--- src/rtl/masking_pkg.sv ---
// Shared types and helpers for the masked-share datapath.
// Share k of a bus lives at bit offset share_lo(k, width).
package masking_pkg;

  typedef struct packed {
    logic valid;
    logic ready;
  } handshake_t;

  function automatic int nshares(input int order);
    return order + 1;
  endfunction

  function automatic int share_lo(input int k, input int width);
    return k * width;
  endfunction

endpackage

--- src/rtl/share_stage.sv ---
// One elastic register stage that XORs ORDER random words into a share bus.
// The last share absorbs the XOR of all random words, so the recombined value is unchanged.
module share_stage
  import masking_pkg::*;
#(
  parameter int WIDTH   = 8,
  parameter int ORDER   = 1,
  parameter int NSHARES = nshares(ORDER)
) (
  input  logic                       clk,
  input  logic                       rst,
  input  logic                       in_valid,
  output logic                       in_ready,
  input  logic [NSHARES*WIDTH-1:0]   in_shares,
  input  logic [ORDER*WIDTH-1:0]     rand_words,
  output logic                       out_valid,
  input  logic                       out_ready,
  output logic [NSHARES*WIDTH-1:0]   out_shares
);

  logic                     valid_q;
  logic [NSHARES*WIDTH-1:0] shares_q;
  logic [NSHARES*WIDTH-1:0] mixed;
  logic [WIDTH-1:0]         rand_sum;

  assign in_ready   = !valid_q || out_ready;
  assign out_valid  = valid_q;
  assign out_shares = shares_q;

  always_comb begin
    mixed    = in_shares;
    rand_sum = '0;
    for (int k = 0; k < ORDER; k++) begin
      mixed[share_lo(k, WIDTH) +: WIDTH] =
        in_shares[share_lo(k, WIDTH) +: WIDTH] ^ rand_words[share_lo(k, WIDTH) +: WIDTH];
      rand_sum = rand_sum ^ rand_words[share_lo(k, WIDTH) +: WIDTH];
    end
    mixed[share_lo(ORDER, WIDTH) +: WIDTH] = in_shares[share_lo(ORDER, WIDTH) +: WIDTH] ^ rand_sum;
  end

  always_ff @(posedge clk) begin
    if (rst) begin
      valid_q  <= 1'b0;
      shares_q <= '0;
    end else begin
      // Shares only change on a load, so a stalled output stays bit-stable.
      if (in_valid && in_ready) shares_q <= mixed;
      if (in_ready) valid_q <= in_valid;
    end
  end

endmodule

--- src/rtl/masked_share_encoder.sv ---
// Splits a plain value into ORDER+1 register-isolated Boolean shares.
// SHARE_ENC_REFRESH_EN adds a second stage that re-masks the shares with p_rand_1.
module masked_share_encoder
  import masking_pkg::*;
#(
  parameter int WIDTH = 8,
  parameter int ORDER = 1,
  localparam int NSHARES = nshares(ORDER)
) (
  input  logic                       clock_0,
  input  logic                       reset_0,
  input  logic                       in_valid,
  output logic                       in_ready,
  input  logic [WIDTH-1:0]           in_data,
  input  logic [ORDER*WIDTH-1:0]     p_rand_0,
  input  logic [ORDER*WIDTH-1:0]     p_rand_1,
  input  logic                       rand_valid,
  output logic                       rand_ack,
  output logic                       out_valid,
  input  logic                       out_ready,
  output logic [NSHARES*WIDTH-1:0]   out_shares
);

  handshake_t               in_hs;
  logic                     accept;
  logic                     s1_in_ready;
  logic                     s1_valid;
  logic                     s1_out_ready;
  logic [NSHARES*WIDTH-1:0] s1_shares;
  logic [NSHARES*WIDTH-1:0] seed_shares;

  // Low shares start at zero and take the random words directly.
  assign seed_shares = {in_data, {(ORDER*WIDTH){1'b0}}};

  assign in_ready = !reset_0 && rand_valid && s1_in_ready;
  assign in_hs    = '{valid: in_valid, ready: in_ready};
  assign accept   = in_hs.valid && in_hs.ready;

  share_stage #(.WIDTH(WIDTH), .ORDER(ORDER)) u_stage1 (
    .clk        (clock_0),
    .rst        (reset_0),
    .in_valid   (accept),
    .in_ready   (s1_in_ready),
    .in_shares  (seed_shares),
    .rand_words (p_rand_0),
    .out_valid  (s1_valid),
    .out_ready  (s1_out_ready),
    .out_shares (s1_shares)
  );

`ifdef SHARE_ENC_REFRESH_EN
  logic s2_in_ready;
  logic s2_load;

  // Stage 2 needs fresh p_rand_1, so it only advances while rand_valid is high.
  assign s1_out_ready = !reset_0 && rand_valid && s2_in_ready;
  assign s2_load      = s1_valid && s1_out_ready;
  assign rand_ack     = accept || s2_load;

  share_stage #(.WIDTH(WIDTH), .ORDER(ORDER)) u_stage2 (
    .clk        (clock_0),
    .rst        (reset_0),
    .in_valid   (s2_load),
    .in_ready   (s2_in_ready),
    .in_shares  (s1_shares),
    .rand_words (p_rand_1),
    .out_valid  (out_valid),
    .out_ready  (out_ready),
    .out_shares (out_shares)
  );
`else
  logic unused_rand_1;

  assign unused_rand_1 = ^p_rand_1;
  assign s1_out_ready  = out_ready;
  assign rand_ack      = accept;
  assign out_valid     = s1_valid;
  assign out_shares    = s1_shares;
`endif

endmodule

--- config.mk ---
export PLATFORM = sky130hd
export DESIGN_NAME = masked_share_encoder
export DESIGN_NICKNAME = d
export VERILOG_FILES = /design/src/rtl/masking_pkg.sv /design/src/rtl/share_stage.sv /design/src/rtl/masked_share_encoder.sv
export SDC_FILE = /design/constraint.sdc
export NUM_CORES = 1
export LEC_CHECK = 0
export BUFFER_PORTS_ARGS = -buffer_cell sky130_fd_sc_hd__buf_2
export CAP_MARGIN = 0
export CORE_MARGIN = 5
export CORE_UTILIZATION = 45
export CTS_CLUSTER_DIAMETER = 150
export DETAILED_ROUTE_END_ITERATION = 10
export PLACE_DENSITY = 0.83
export SLEW_MARGIN = 20
export SYNTH_ARGS = -nofsm -noshare
export SYNTH_HDL_FRONTEND = slang
export SYNTH_SLANG_ARGS = --single-unit
--- constraint.sdc ---
create_clock -name clock_0 -period 1.4 [get_ports clock_0]
set_input_delay 0.21 -clock clock_0 [delete_from_list [all_inputs] [get_ports clock_0]]
set_output_delay 0.21 -clock clock_0 [all_outputs]
set_load 0.1 [all_outputs]
Word level (Yosys, flattened, before mapping)

Index checks and enable logic that the tools add are counted.

Bits in registers: 17
Bits in latches: 0
RAM bits: 0
ROM bits: 0
Bits of input ports: 29
Word-level logic and storage cells: 10
Memories kept: 0

$add $sub $neg: 0
Multiply operators: 0
Divide/modulo/power cells: 0
$lt $le $gt $ge: 0
Eq/ne operators: 0
Shifts and indexed selects: 0
Multiplexer cells: 0
Bitwise gates (word level): 1
Reduce and logical (&&, ||, !) cells: 7

Operators by type and width:

| operator          | count |
|---|---|
| 8-bit XOR         | 1 |
| 1-bit logical AND | 4 |
| 1-bit zero test   | 2 |
| 1-bit logical OR  | 1 |

Logic depth before layout (Yosys ltp)

Word-level depth: 5
Mapped depth: 6

By module

Synthesis repeated with hierarchy kept, for this count alone.

Cell total of the unflattened synthesis: 60
Area total of the unflattened synthesis: 742.0 um^2

Modules (own cells, without submodules):

| module               | times used | cells each | area each (um^2) | sequential area each (um^2) |
|---|---|---|---|---|
| share_stage          | 1          | 57         | 718.2            | 340.3 |
| masked_share_encoder | 1          | 3          | 23.8             | 0.0 |

Worst setup path after synthesis

No wires, ideal clock.

Kind: flip-flop to output port
Start: reg u_stage1.valid_q (netlist: u_stage1.out_valid)
End: out in_ready
Arrival: 1.912 ns
Data required time: 1.190 ns
Slack: -0.722 ns
Stages on the path, launching flop included: 5
Path through: dfxtp_1 > nand2b_1 > buf_4 > buf_4 > and2_1

Cells in the longest elaborated chain, start to end: 3

Ends and longest elaborated chain:

| element                | line                       | source |
|---|---|---|
| start, declared        | share_stage.sv:21          | `logic valid_q;` |
| start signal, assigned | share_stage.sv:48          | `if (in_ready) valid_q <= in_valid;` |
| 1-bit zero test        | share_stage.sv:26          | `assign in_ready = !valid_q \|\| out_ready;` |
| 1-bit logical OR       | share_stage.sv:26          |  |
| 1-bit logical AND      | masked_share_encoder.sv:35 | `assign in_ready = !reset_0 && rand_valid && s1_in_ready;` |
| end, declared          | masked_share_encoder.sv:13 | `output logic in_ready,` |

No other way between the ends.

Worst setup path in the final report

Start: reg u_stage1.valid_q (netlist: u_stage1.out_valid)
End: out rand_ack

Cells in the longest elaborated chain, start to end: 4

Ends and longest elaborated chain:

| element           | line                       | source |
|---|---|---|
| 1-bit zero test   | share_stage.sv:26          |  |
| 1-bit logical OR  | share_stage.sv:26          |  |
| 1-bit logical AND | masked_share_encoder.sv:35 |  |
| 1-bit logical AND | masked_share_encoder.sv:37 | `assign accept = in_hs.valid && in_hs.ready;` |
| end, declared     | masked_share_encoder.sv:18 | `output logic rand_ack,` |

No other way between the ends.

==> flow_summary.yaml <==
outcome:
  status: "completed"
global_route:
  grt_pass1_wl_um: 3120
  grt_pass1_vias: 738
  grt.total_usage_pct: 15.0
  grt_max_degree: 18
  antenna_found_initial: 0
  grt_remaining_overflow: 0
sta:
  fin_skew_ps: 1.16
  worstMarginPinSlew_ps: 488
  maxSlewHeadroom_pct: 67.7
  fin_crit_sh_pct: 94.3
  rsz0062_at_grt: "false"
  timing.hold.ws_ps: 186
  finalHoldViolCount: 0
  finalSetupTns_ps: 0
  max_freq_mhz: 758
  finalMaxSlewViolations: 0
  setup_viol: 0
  fin_crit_ps: 1320
synthesis:
  synth_fa_ha_area_share_pct: 0
  synth_cell_types: 18
  syn_inst: 81
  synthesis.area_um2: 802
  seq_area_frac_synth_pct: 42.4
  synth_fp_nets: 110
  avgSynthCellArea_um2: 9.90
  synth_top_family_by_area: "compound AO/OA/AOI/OAI gates"
  synth-seq-cells: 17
  yosys_warnings: 0
  synthMuxAreaShare_pct: 0
  synthSimpleGateAreaFrac_pct: 12.5
  synth_compound_area_share_pct: 29.3
  synth_xor_area_share_pct: 8.74
power:
  total_leakage_power_nw: 0.464
  p_per_area_nw_per_um2: 1060
  peakVddDrop_mv: 0.672
routing:
  ant_nets: 0
  wl_per_cell_um: 13.6
  routed_wl_um: 1990
  post-route-drc-count: 0
  via_count: 757
  drt_pre_antenna_iters: 4
  drt_iter0_markers: 13
  viasPerCell: 5.15
worst_setup_path:
  worst_setup_path_start_kind: "flop"
  end_kind: "output pin"
  path_cells: "nand2b_4 -> nand3_4 -> inv_8 -> buf_12"
  worstPathRequired_ps: 1190
  critPathMaxStageDelay_ps: 370
  setup.worst_path.class: "flop to output pin"
  reg2reg_depth: 3
  cp_max_fo: 6
  worstPathArrival_ps: 1110
  crit_slowest_cell: "dfxtp_4"
hold_path:
  hold_class: "input port to flop"
  hold_depth: 3
clock_network:
  cts.clk_slew.worst_paths_ps: 90
  cts_root_buffer: "clkbuf_4"
  cts_inserted_buffers: 3
  cts_hold_buf: 0
  clk_latency_ps: 280
  h-tree-depth: 1
  cts_tree: "built"
  clock-sinks: 17
  clock_path_buffers: 2
placement:
  place.gp.congestion: 0.798
  dp_hpwl_um: 1500
  port_buffers: 39
floorplanning:
  start_util_pct: 47.0
  rows: 15
  ios: 48
  dieArea_um2: 2730
  die_w_um: 52.2
  die_y_um: 52.2
  core_um2: 1710
cells_and_area:
  area_growth_pct: 36.2
  area.sequential_um2: 344
  antennaDiodeCount: 0
  final_nets: 152
  fillCellCount: 152
  multi_input_area_um2: 415
  drive_gt1_share_pct: 50.8
flow_run:
  drv_cap: 0
[cells in the final DEF (no fill, tap or decap), drive strengths merged]
| cell | netlist | routed |
|---|---|---|
| nand3 | 9 | 9 |
| nand2b | 1 | 1 |
| dfxtp | 17 | 17 |
| a31oi | 8 | 8 |
| nor2b | 2 | 2 |
| clkinv | 0 | 1 |
| a21oi | 9 | 9 |
| and2 | 2 | 2 |
| buf | 5 | 44 |
| clkbuf | 2 | 3 |
| nand2 | 1 | 1 |
| o21ai | 8 | 8 |
| xnor2 | 8 | 8 |
| inv | 1 | 1 |
| a211oi | 8 | 8 |
[stage by stage]
step / instance area [µm²] / util [%] / power, mW / cells / setup slack, ps
3_3_place_gp: 1040 / 61.2 / 0.910 / 142 / 177
3_5_place_dp: 1040 / 61.2 / 0.913 / 142 / 174
5_1_grt: 1090 / 64.0 / 1.22 / 147 / 20.3
4_1_cts: 1090 / 63.7 / 1.17 / 147 / 40.1
6_report: 1090 / 64.0 / 1.16 / 147 / 80.2
2_1_floorplan: 808 / - / 0.829 / 81 / 14.2
[synthesized netlist by cell type (all sizes together)]
cell type,instances,area (µm²)
dfxtp,17,340
a21oi,9,45.0
nand3,9,57.6
a211oi,8,100
a31oi,8,50.1
o21ai,8,40.0
xnor2,8,70.1
buf,5,42.5
and2,2,12.5
clkbuf,2,7.51
nor2b,2,20.0
inv,1,6.26
nand2,1,3.75
nand2b,1,6.26
[critical path, delay by kind of cell, from the launching register on]
family / cells / cell delay [ps]
flops: 1 / 370
buf+inv: 2 / 240
simple gates: 2 / 220
[flip-flops by register name, indices dropped and copies added, names as in the netlist]
| name | flops |
|---|---|
| u_stage1.out_shares | 16 |
| u_stage1.out_valid | 1 |
[area by class of cell]
type,count,share of cell area [%]
clock buffers,3,2.06
clock inverters,1,0.458
inverters,1,1.03
multi-input cells,56,38.0
flip-flops and latches,17,31.5
well taps,25,2.86
repair buffers,44,24.1
[cell families after synthesis]
kind of cell	count (synthesis)
flops	17
buf+inv	8
xor+xnor	8
compound gates	33
simple gates	15
[timing repair]
item                                    in CTS  in global routing
endpoints found under the setup margin       2                  1
resized for setup                            3                  1
buffers inserted                             1                  0
[power by group]
group	total [mW]	internal [mW]	switching [mW]
registers	0.518	0.506	0.0114
clock network	0.253	0.106	0.147
logic	0.390	0.101	0.289
[worst paths after layout]
kind	from	slack, ps	to
max	u_stage1.out_valid	80	rand_ack
min	p_rand_0[6]	190	u_stage1.out_shares[6]
max reg2reg	u_stage1.out_valid	300	u_stage1.out_shares[0]
min reg2reg	u_stage1.out_shares[6]	480	u_stage1.out_shares[6]
[per-layer routing]
metal / up-vias / global-route usage (%) / wire, µm
li1: 376 / - / -
met1: 344 / 20.8 / 890
met2: 35 / 22.2 / 892
met3: 2 / 3.42 / 198
met4: 0 / 6.38 / 12
met5: - / 0 / 0
Power figures use the tool's default switching activity.
